`config.mk`:
```
export PLATFORM = sky130hd
export DESIGN_NAME = tdm_demux_rx
export DESIGN_NICKNAME = d
export VERILOG_FILES = /design/src/rtl/tdm_pkg.sv /design/src/rtl/tdm_slot_ctr.sv /design/src/rtl/tdm_demux_rx.sv
export SDC_FILE = /design/constraint.sdc
export NUM_CORES = 1
export LEC_CHECK = 0
export CAP_MARGIN = 0
export CORE_AREA = 2 2 39 41
export CTS_BUF_LIST = sky130_fd_sc_hd__clkbuf_8 sky130_fd_sc_hd__clkbuf_16
export DETAILED_ROUTE_END_ITERATION = 8
export DIE_AREA = 0 0 41 43
export PLACE_DENSITY = 0.73
export SKIP_CTS_REPAIR_TIMING = 1
export SLEW_MARGIN = 20
export SYNTH_ARGS = -nofsm -noshare
export SYNTH_HDL_FRONTEND = slang
export SYNTH_SLANG_ARGS = --single-unit
```
`constraint.sdc`:
```
create_clock -name clk -period 2.3 [get_ports clk]
set_input_delay 0.23 -clock clk [delete_from_list [all_inputs] [get_ports clk]]
set_output_delay 0.23 -clock clk [all_outputs]
set_load 0.05 [all_outputs]
```
`src/rtl/tdm_pkg.sv`:
```
// tdm_pkg: shared constants and types for the TDM demultiplexer receiver.
//
// Optional feature macro: TDM_PARITY_EN
//   undefined -> frame is N_CH slots of data
//   defined   -> frame is N_CH data slots plus one even-parity slot (PAR_SLOT)
//
// Contents:
//   N_CH      channels (data slots) per frame
//   N_SLOT    total slots per frame, including the parity slot when enabled
//   SLOT_W    slot index width, wide enough to hold N_SLOT-1
//   LAST_SLOT index of the final slot of a frame
//   state_t   receiver state {HUNT, RUN}
package tdm_pkg;

  localparam int N_CH = 4;

`ifdef TDM_PARITY_EN
  localparam int PAR_SLOT = N_CH;
  localparam int N_SLOT   = N_CH + 1;
`else
  localparam int N_SLOT   = N_CH;
`endif

  localparam int SLOT_W = $clog2(N_SLOT);
  localparam logic [SLOT_W-1:0] LAST_SLOT = SLOT_W'(N_SLOT - 1);

  typedef enum logic {
    HUNT = 1'b0,
    RUN  = 1'b1
  } state_t;

endpackage

```
`src/rtl/tdm_slot_ctr.sv`:
```
// tdm_slot_ctr: slot index counter for the TDM receiver.
//
// Ports:
//   clk        rising-edge clock
//   rst        synchronous active-high reset (slot -> 0)
//   en         advance one slot, wrapping to 0 after LAST_SLOT
//   load1      force slot to 1 (the slot-0 bit was just taken with sync)
//   clr        force slot to 0
//   slot       current (next expected) slot index
//   last_slot  high while slot == LAST_SLOT
//
// Priority: rst/clr over load1 over en.
module tdm_slot_ctr
  import tdm_pkg::*;
(
  input  logic              clk,
  input  logic              rst,
  input  logic              en,
  input  logic              load1,
  input  logic              clr,
  output logic [SLOT_W-1:0] slot,
  output logic              last_slot
);

  assign last_slot = (slot == LAST_SLOT);

  always_ff @(posedge clk) begin
    if (rst || clr) begin
      slot <= '0;
    end else if (load1) begin
      slot <= SLOT_W'(1);
    end else if (en) begin
      slot <= last_slot ? '0 : slot + SLOT_W'(1);
    end
  end

endmodule

```
`src/rtl/tdm_demux_rx.sv`:
```
// tdm_demux_rx: receive end of a 4-channel TDM link.
//
// Collects one serial bit per slot into a shadow register and, on the last
// slot of a frame, transfers the complete word to d with a one-cycle
// frame_valid pulse. A frame-sync pulse marks slot 0. The receiver hunts for
// sync (HUNT), then tracks slots (RUN); a missing sync drops back to HUNT,
// an early sync restarts the frame while staying in RUN.
//
// Optional feature macro: TDM_PARITY_EN
//   defined -> one extra even-parity slot per frame; a bad parity frame is
//              discarded with a par_err pulse. Undefined -> par_err is 0.
//
// Ports:
//   clk          rising-edge clock
//   rst          synchronous active-high reset
//   din          serial channel bit for the current slot
//   in_valid     din and sync are sampled only when high
//   sync         high with the slot-0 bit of every frame
//   d            last complete frame, d[k] = channel k
//   frame_valid  one-cycle pulse when d updates
//   locked       high while in RUN (exposes the FSM state)
//   slot         next expected slot index
//   sync_err     one-cycle pulse on a missing or early sync
//   par_err      one-cycle pulse on a parity failure
//
// Handshake: in_valid is a qualifier only (no backpressure); every cycle with
// in_valid high consumes exactly one slot, so frames may arrive back to back.
module tdm_demux_rx
  import tdm_pkg::*;
(
  input  logic              clk,
  input  logic              rst,
  input  logic              din,
  input  logic              in_valid,
  input  logic              sync,
  output logic [N_CH-1:0]   d,
  output logic              frame_valid,
  output logic              locked,
  output logic [SLOT_W-1:0] slot,
  output logic              sync_err,
  output logic              par_err
);

  state_t            state;
  logic [N_CH-1:0]   shadow;

  logic              ctr_en;
  logic              ctr_load1;
  logic              ctr_clr;
  logic              last_slot;
  logic              slot_zero;

  assign slot_zero = (slot == '0);
  assign locked    = (state == RUN);

  // Slot counter control derived from the same decision tree as the FSM.
  always_comb begin
    ctr_en    = 1'b0;
    ctr_load1 = 1'b0;
    ctr_clr   = 1'b0;
    if (in_valid) begin
      case (state)
        HUNT: begin
          if (sync) ctr_load1 = 1'b1;
        end
        RUN: begin
          if (sync)           ctr_load1 = 1'b1;
          else if (slot_zero) ctr_clr   = 1'b1;
          else                ctr_en    = 1'b1;
        end
        default: ctr_clr = 1'b1;
      endcase
    end
  end

  tdm_slot_ctr u_slot_ctr (
    .clk       (clk),
    .rst       (rst),
    .en        (ctr_en),
    .load1     (ctr_load1),
    .clr       (ctr_clr),
    .slot      (slot),
    .last_slot (last_slot)
  );

  always_ff @(posedge clk) begin
    if (rst) begin
      state       <= HUNT;
      shadow      <= '0;
      d           <= '0;
      frame_valid <= 1'b0;
      sync_err    <= 1'b0;
`ifdef TDM_PARITY_EN
      par_err     <= 1'b0;
`endif
    end else begin
      frame_valid <= 1'b0;
      sync_err    <= 1'b0;
`ifdef TDM_PARITY_EN
      par_err     <= 1'b0;
`endif
      if (in_valid) begin
        case (state)
          HUNT: begin
            if (sync) begin
              shadow[0] <= din;
              state     <= RUN;
            end
          end
          RUN: begin
            if (sync) begin
              // Normal frame start, or early sync: either way restart at slot 1.
              shadow[0] <= din;
              if (!slot_zero) sync_err <= 1'b1;
            end else if (slot_zero) begin
              // Missing sync: drop lock, keep the last good frame on d.
              sync_err <= 1'b1;
              state    <= HUNT;
            end else begin
              // Data slots only; the parity slot index never matches a channel.
              for (int k = 1; k < N_CH; k++) begin
                if (slot == SLOT_W'(k)) shadow[k] <= din;
              end
`ifdef TDM_PARITY_EN
              if (last_slot) begin
                if ((^{shadow, din}) == 1'b0) begin
                  d           <= shadow;
                  frame_valid <= 1'b1;
                end else begin
                  par_err <= 1'b1;
                end
              end
`else
              // The last channel bit is still on din, so bypass the shadow.
              if (last_slot) begin
                d           <= {din, shadow[N_CH-2:0]};
                frame_valid <= 1'b1;
              end
`endif
            end
          end
          default: state <= HUNT;
        endcase
      end
    end
  end

`ifndef TDM_PARITY_EN
  assign par_err = 1'b0;
`endif

endmodule

```
==> tab_implementation.tex, run 1 <==
\begin{tabular}{lr}
\hline
Metric & Value \\
\hline
\multicolumn{2}{l}{\textbf{Detailed routing}} \\
Number of vias after detailed routing & 479 \\
Average detailed-routed wire length per instance & 13.0 um \\
Number of DRC violations after detailed-routing iteration 0 & 21 \\
Average vias per placed instance & 5.32 \\
First-pass detailed-route iteration total & 5 \\
DRC viols & 0 \\
Antenna-violating nets left & 0 \\
Post-detailed-routing wire length & 1.17 mm \\
\multicolumn{2}{l}{\textbf{Timing}} \\
Slew @ Worst Pin & 0.500 ns \\
Maximum clock frequency & 0.545 GHz \\
Rel. slew slack & 66.6\% \\
Sum of negative setup slack & 0 ns \\
Final WS setup & 0.465 ns \\
Count of endpoints failing setup in the final report & 0 \\
Setup clock skew after layout & 0.00577 ns \\
Final min period & 1.84 ns \\
Max-slew violations & 0 \\
Post-route fraction of the period consumed by the critical path & 79.8\% \\
Final hold violations & 0 \\
Setup repair after global routing missed its margin & false \\
\multicolumn{2}{l}{\textbf{Power and ir drop}} \\
Leakage dissipation & 0.338 nW \\
Peak VDD IR & 0.000215 V \\
Power per cell area & 618 nW/um\^{}2 \\
\multicolumn{2}{l}{\textbf{Status}} \\
Result of the run & finished clean \\
\multicolumn{2}{l}{\textbf{Floorplanning}} \\
Chip height & 43 um \\
Width of the die & 41 um \\
Site Rows & 14 \\
Core Footprint & 1380 sq um \\
Initial cell density of the core & 42.6\% \\
Die Footprint & 1760 sq um \\
Top-level port count & 15 \\
\multicolumn{2}{l}{\textbf{Worst setup path}} \\
CP max-delay cell & sky130\_fd\_sc\_hd\_\_clkdlybuf4s50\_1 \\
Worst Path Buf+Inv & 1 \\
Maximum fanout encountered on the critical timing path & 10 \\
Startpoint class of the critical path & flip-flop \\
CP Cell Sequence & clkdlybuf4s50\_1 \\
Worst endpoint required time & 2.07 ns \\
Delay contributed by the slowest stage of the critical path & 0.86 ns \\
Largest delay share family, worst path & buffers and inverters \\
Crit path capture type & output port \\
WP data arrival & 1.61 ns \\
Startpoint-to-endpoint class of the critical path & reg2out \\
\multicolumn{2}{l}{\textbf{Clocking}} \\
Number of buffers between clock root and the deepest sink & 2 \\
Number of clock sinks & 12 \\
Source-to-sink clock delay at the later pin of the worst-skew pair & 0.24 ns \\
CTS tree & done \\
Number of clock buffers inserted by TritonCTS & 3 \\
Clock Pin Slew Worst Setup and Hold Paths & 0.05 ns \\
Clk Tree Root Cell & sky130\_fd\_sc\_hd\_\_clkbuf\_8 \\
Number of H-tree branching levels & 1 \\
\multicolumn{2}{l}{\textbf{Synthesis}} \\
Nets in the synthesized netlist & 73 \\
Mapped Area & 589 sq um \\
Flops \& latches, synth & 12 \\
Synth cell types & 23 \\
Post-synthesis sequential area ratio & 40.8\% \\
Synthesized instance count & 62 \\
Avg Cell Area, Syn & 9.51 sq um \\
Yosys warning total & 0 \\
\multicolumn{2}{l}{\textbf{Cells and area}} \\
Most common cell after layout, fill and taps aside & sky130\_fd\_sc\_hd\_\_clkdlybuf4s50\_1 \\
Share of cells above drive strength 1 & 6.76\% \\
Synthesis-to-layout area growth & 27.4\% \\
Antenna cell count & 0 \\
Total number of nets in the final design & 87 \\
Commonest cells after routing, fill and taps aside & 13 x sky130\_fd\_sc\_hd\_\_clkdlybuf4s50\_1, 12 x sky130\_fd\_sc\_hd\_\_dfxtp\_1, 7 x sky130\_fd\_sc\_hd\_\_nor2\_1 \\
\multicolumn{2}{l}{\textbf{Placed design}} \\
Gpl congestion & 0.805 \\
Setup slack after placement & 0.481 ns \\
HPWL after detailed placement & 836 um \\
Port-buffer cells & 13 \\
\multicolumn{2}{l}{\textbf{GRT}} \\
Combined global-route utilization of all metal layers & 16.9\% \\
Total congestion overflow after global routing & 0 \\
Antenna violations before repair & 0 \\
Number of global-route vias before repair & 453 \\
Global-route wire length before repair & 1.94 mm \\
Pin count of the biggest net entering global routing & 13 \\
\multicolumn{2}{l}{\textbf{Worst hold path}} \\
Path type of the worst min-delay path & reg2reg \\
\multicolumn{2}{l}{\textbf{Flow run}} \\
Max-cap viol count & 0 \\
\hline
\end{tabular}
==> flip-flops by register name, indices dropped and copies added, names as in the netlist <==
register and count:
d 4, frame_valid 1, locked 1, shadow 3, sync_err 1, u_slot_ctr.slot 2
==> synth_stat cells, drive strengths merged <==
cell type / instances / share of area [%]
nor2b: 1 / 1.1
and3: 1 / 1.1
nor3b: 1 / 1.3
a2111oi: 1 / 2.5
dfxtp: 12 / 41
buf: 4 / 5.1
nand2: 5 / 3.2
nand4: 3 / 3.2
nor4: 1 / 1.1
ha: 6 / 13
and4bb: 1 / 2.1
a211oi: 1 / 1.3
inv: 4 / 2.5
mux2i: 6 / 10
o21ai: 1 / 0.85
nor2: 7 / 4.5
nand3: 2 / 2.5
nor3: 1 / 0.85
conb: 1 / 0.64
a21oi: 3 / 2.5
==> area by class of cell <==
type,instances,area (sq um)
well taps,16,20.0
repair buffers,13,130
multi-input cells,42,304
flip-flops and latches,12,240
inverters,4,15.0
clock buffers,3,41.3
fillers,138,633
==> layer usage <==
layer	GRT usage, %	vias to the layer above	routed length [um]
met2	21.9	17	563
met5	0	-	0
li1	-	234	-
met3	3.14	4	35
met4	14.0	0	19
met1	23.0	224	549
==> path summary, 6_finish.rpt <==
kind              slack, ns          startpoint   endpoint  depth (start not counted)
setup / recovery       0.46              locked     locked                          1
hold / removal         0.48           shadow[0]  shadow[0]                          2
setup reg to reg       0.51  u_slot_ctr.slot[0]       d[3]                          7
hold reg to reg        0.48           shadow[0]  shadow[0]                          2
==> stage by stage <==
stage / hold slack (ns) / util [%] / cell area [sq um] / total power, mW / std cells
detailed placement: 0.467 / 51.3 / 709 / 0.276 / 87
floorplan: 0.299 / - / 589 / 0.260 / 62
CTS: 0.478 / 54.2 / 751 / 0.468 / 90
global route: 0.523 / 54.2 / 751 / 0.481 / 90
finish: 0.478 / 54.2 / 751 / 0.464 / 90
global placement: 0.457 / 51.3 / 709 / 0.274 / 87
==> cell families (layout without fill, tap and decap cells) <==
| logic type | after synthesis | count (layout) | synth area share, % |
|---|---|---|---|
| fa+ha+maj | 6 | 6 | 12.7 |
| compound gates | 6 | 6 | 7.22 |
| simple gates | 23 | 23 | 20.8 |
| other cells | 1 | 1 | 0.636 |
| mux | 6 | 6 | 10.2 |
| flops | 12 | 12 | 40.8 |
| buf+inv | 8 | 20 | 7.64 |
==> power by group <==
part	switching, mW	internal (mW)	total (mW)
sequential	0.00619	0.212	0.218
clock	0.0762	0.115	0.192
combinational	0.0339	0.0198	0.0537
total	0.116	0.347	0.464
No activity file was read; power rests on OpenSTA's default activity.
==> run 2, diff against run 1 <==
- CORE_AREA: 2 2 39 41 -> not set
- CORE_UTILIZATION: not set -> 45
- DIE_AREA: 0 0 41 43 -> not set
- PLACE_DENSITY: 0.73 -> 0.74
- clock period: 2.3 -> 1.8 ns (I/O delays scaled with it)
==> run 2 against run 1 <==
Sequential share of layout area shrank 1.1 points; power grew 37%; global-route usage grew 1.8 points; clock skew shrank 0.0023 ns; register-to-register slack lost 0.30 ns; wire length shrank 4.7%; combinational power grew 34%; sequential cell count is the same; critical endpoint is now d[1].
==> tab_implementation.tex, run 2 (synthesis gave the netlist of run 1 again) <==
\begin{tabular}{lr}
\hline
Metric & Value \\
\hline
\multicolumn{2}{l}{\textbf{Detailed routing}} \\
Post-detailed-routing wire length & 1.11 mm \\
Average vias per placed instance & 4.88 \\
Antenna-violating nets left & 0 \\
Number of vias after detailed routing & 449 \\
First-pass detailed-route iteration total & 3 \\
Average detailed-routed wire length per instance & 12.1 um \\
Number of DRC violations after detailed-routing iteration 0 & 5 \\
DRC viols & 0 \\
\multicolumn{2}{l}{\textbf{Clocking}} \\
CTS tree & done \\
Number of clock sinks & 12 \\
Clk Tree Root Cell & sky130\_fd\_sc\_hd\_\_clkbuf\_8 \\
Number of H-tree branching levels & 1 \\
Number of buffers between clock root and the deepest sink & 2 \\
Clock Pin Slew Worst Setup and Hold Paths & 0.05 ns \\
Number of clock buffers inserted by TritonCTS & 3 \\
Source-to-sink clock delay at the later pin of the worst-skew pair & 0.24 ns \\
\multicolumn{2}{l}{\textbf{Worst setup path}} \\
WP data arrival & 1.70 ns \\
Crit path capture type & flip-flop \\
Startpoint class of the critical path & flip-flop \\
Worst endpoint required time & 1.91 ns \\
CP max-delay cell & sky130\_fd\_sc\_hd\_\_dfxtp\_2 \\
Startpoint-to-endpoint class of the critical path & reg2reg \\
Delay contributed by the slowest stage of the critical path & 0.36 ns \\
Maximum fanout encountered on the critical timing path & 6 \\
Worst Path Buf+Inv & 3 \\
Largest delay share family, worst path & adder cells \\
CP Cell Sequence & inv\_1 -> ha\_1 -> inv\_1 -> ha\_1 -> nand4\_1 -> buf\_4 -> mux2i\_1 -> nor2\_1 \\
\multicolumn{2}{l}{\textbf{GRT}} \\
Antenna violations before repair & 0 \\
Combined global-route utilization of all metal layers & 18.7\% \\
Number of global-route vias before repair & 407 \\
Pin count of the biggest net entering global routing & 13 \\
Global-route wire length before repair & 1.79 mm \\
Total congestion overflow after global routing & 0 \\
\multicolumn{2}{l}{\textbf{Floorplanning}} \\
Core Footprint & 1160 sq um \\
Die Footprint & 1460 sq um \\
Width of the die & 38.2 um \\
Top-level port count & 15 \\
Initial cell density of the core & 51.0\% \\
Chip height & 38.2 um \\
Site Rows & 12 \\
\multicolumn{2}{l}{\textbf{Cells and area}} \\
Commonest cells after routing, fill and taps aside & 12 x sky130\_fd\_sc\_hd\_\_clkdlybuf4s50\_1, 10 x sky130\_fd\_sc\_hd\_\_dfxtp\_1, 7 x sky130\_fd\_sc\_hd\_\_nor2\_1 \\
Total number of nets in the final design & 90 \\
Antenna cell count & 0 \\
Non-Filler Cell Area, Final & 785 sq um \\
Number of flip-flops under the largest register name & 4 \\
Layout fillers & 88 \\
Cell Count, Final, Fillers Out & 92 \\
Top Registers & d x4, shadow x3, u\_slot\_ctr.slot x2 \\
Most common cell after layout, fill and taps aside & sky130\_fd\_sc\_hd\_\_clkdlybuf4s50\_1 \\
Register cell area after layout & 243 sq um \\
Register ranked first by flip-flop count & d \\
Synthesis-to-layout area growth & 33.1\% \\
Share of cells above drive strength 1 & 15.4\% \\
Combined area of the multi-input logic cells & 304 sq um \\
\multicolumn{2}{l}{\textbf{Timing}} \\
Final min period & 1.59 ns \\
Max-slew violations & 0 \\
Maximum clock frequency & 0.629 GHz \\
Count of endpoints failing setup in the final report & 0 \\
Sum of negative setup slack & 0 ns \\
Setup repair after global routing missed its margin & false \\
Setup clock skew after layout & 0.00349 ns \\
Slew @ Worst Pin & 0.506 ns \\
Rel. slew slack & 66.2\% \\
Post-route fraction of the period consumed by the critical path & 88.3\% \\
Final hold violations & 0 \\
\multicolumn{2}{l}{\textbf{Status}} \\
Result of the run & finished clean \\
\multicolumn{2}{l}{\textbf{Power and ir drop}} \\
Leakage dissipation & 0.361 nW \\
Peak VDD IR & 0.000646 V \\
Power per cell area & 812 nW/um\^{}2 \\
\multicolumn{2}{l}{\textbf{Placed design}} \\
Gpl congestion & 0.751 \\
Port-buffer cells & 13 \\
Dpl cells & 87 \\
Cell area after placement & 722 sq um \\
HPWL after detailed placement & 798 um \\
\multicolumn{2}{l}{\textbf{Flow run}} \\
Max-cap viol count & 0 \\
\multicolumn{2}{l}{\textbf{Worst hold path}} \\
Path type of the worst min-delay path & reg2reg \\
\hline
\end{tabular}
run 2: cell types whose count changed in the layout (fill, tap and decap cells not counted), sizes merged:
cell           previous run  this run
buf                       0         4
clkbuf                    3         4
clkdlybuf4s50            13        12
run 2: worst paths after layout:
| check | from | end | slack, ns | depth (start not counted) |
|---|---|---|---|---|
| worst max-delay path | u_slot_ctr.slot[0] | d[1] | 0.21 | 8 |
| worst min-delay path | shadow[0] | shadow[0] | 0.46 | 2 |
| worst min register to register | shadow[0] | shadow[0] | 0.46 | 2 |
| worst max register to register | u_slot_ctr.slot[0] | d[1] | 0.21 | 8 |
run 2: worst register-to-register path, stage by stage, from the launching register on:
cell	delay (ns)
sky130_fd_sc_hd__dfxtp_2	0.36
sky130_fd_sc_hd__inv_1	0.07
sky130_fd_sc_hd__ha_1	0.21
sky130_fd_sc_hd__inv_1	0.08
sky130_fd_sc_hd__ha_1	0.23
sky130_fd_sc_hd__nand4_1	0.11
sky130_fd_sc_hd__buf_4	0.18
sky130_fd_sc_hd__mux2i_1	0.16
sky130_fd_sc_hd__nor2_1	0.05
run 2: cell type report:
| class | instances | area share (%) |
|---|---|---|
| Multi-Input combinational cell | 42 | 38.8 |
| Sequential cell | 12 | 30.9 |
| Timing Repair Buffer | 16 | 19.1 |
| Clock buffer | 4 | 7.02 |
| Tap cell | 14 | 2.23 |
| Inverter | 4 | 1.91 |
run 2: where the power goes:
group | switching [mW] | internal (mW)
clock network | 0.0936 | 0.193
logic | 0.0444 | 0.0276
registers | 0.00700 | 0.271
total | 0.145 | 0.492
run 2: stage by stage:
stage | total power, mW | util [%] | hold slack, ns | worst slack (ns)
after floorplan | 0.333 | - | 0.241 | 0.0833
after global placement | 0.354 | 62.4 | 0.455 | 0.185
after detailed placement | 0.355 | 62.4 | 0.450 | 0.133
after CTS | 0.644 | 67.2 | 0.461 | 0.124
after global routing | 0.670 | 67.9 | 0.477 | 0.0573
final | 0.637 | 67.9 | 0.464 | 0.210
run 2: metal layers:
metal / vias up / track usage (%) / share of wire (%)
met1: 195 / 26.9 / 52
met2: 12 / 25.4 / 42
li1: 242 / - / -
met4: 0 / 2.68 / 0
met3: 0 / 8.72 / 5.5
met5: - / 0 / 0
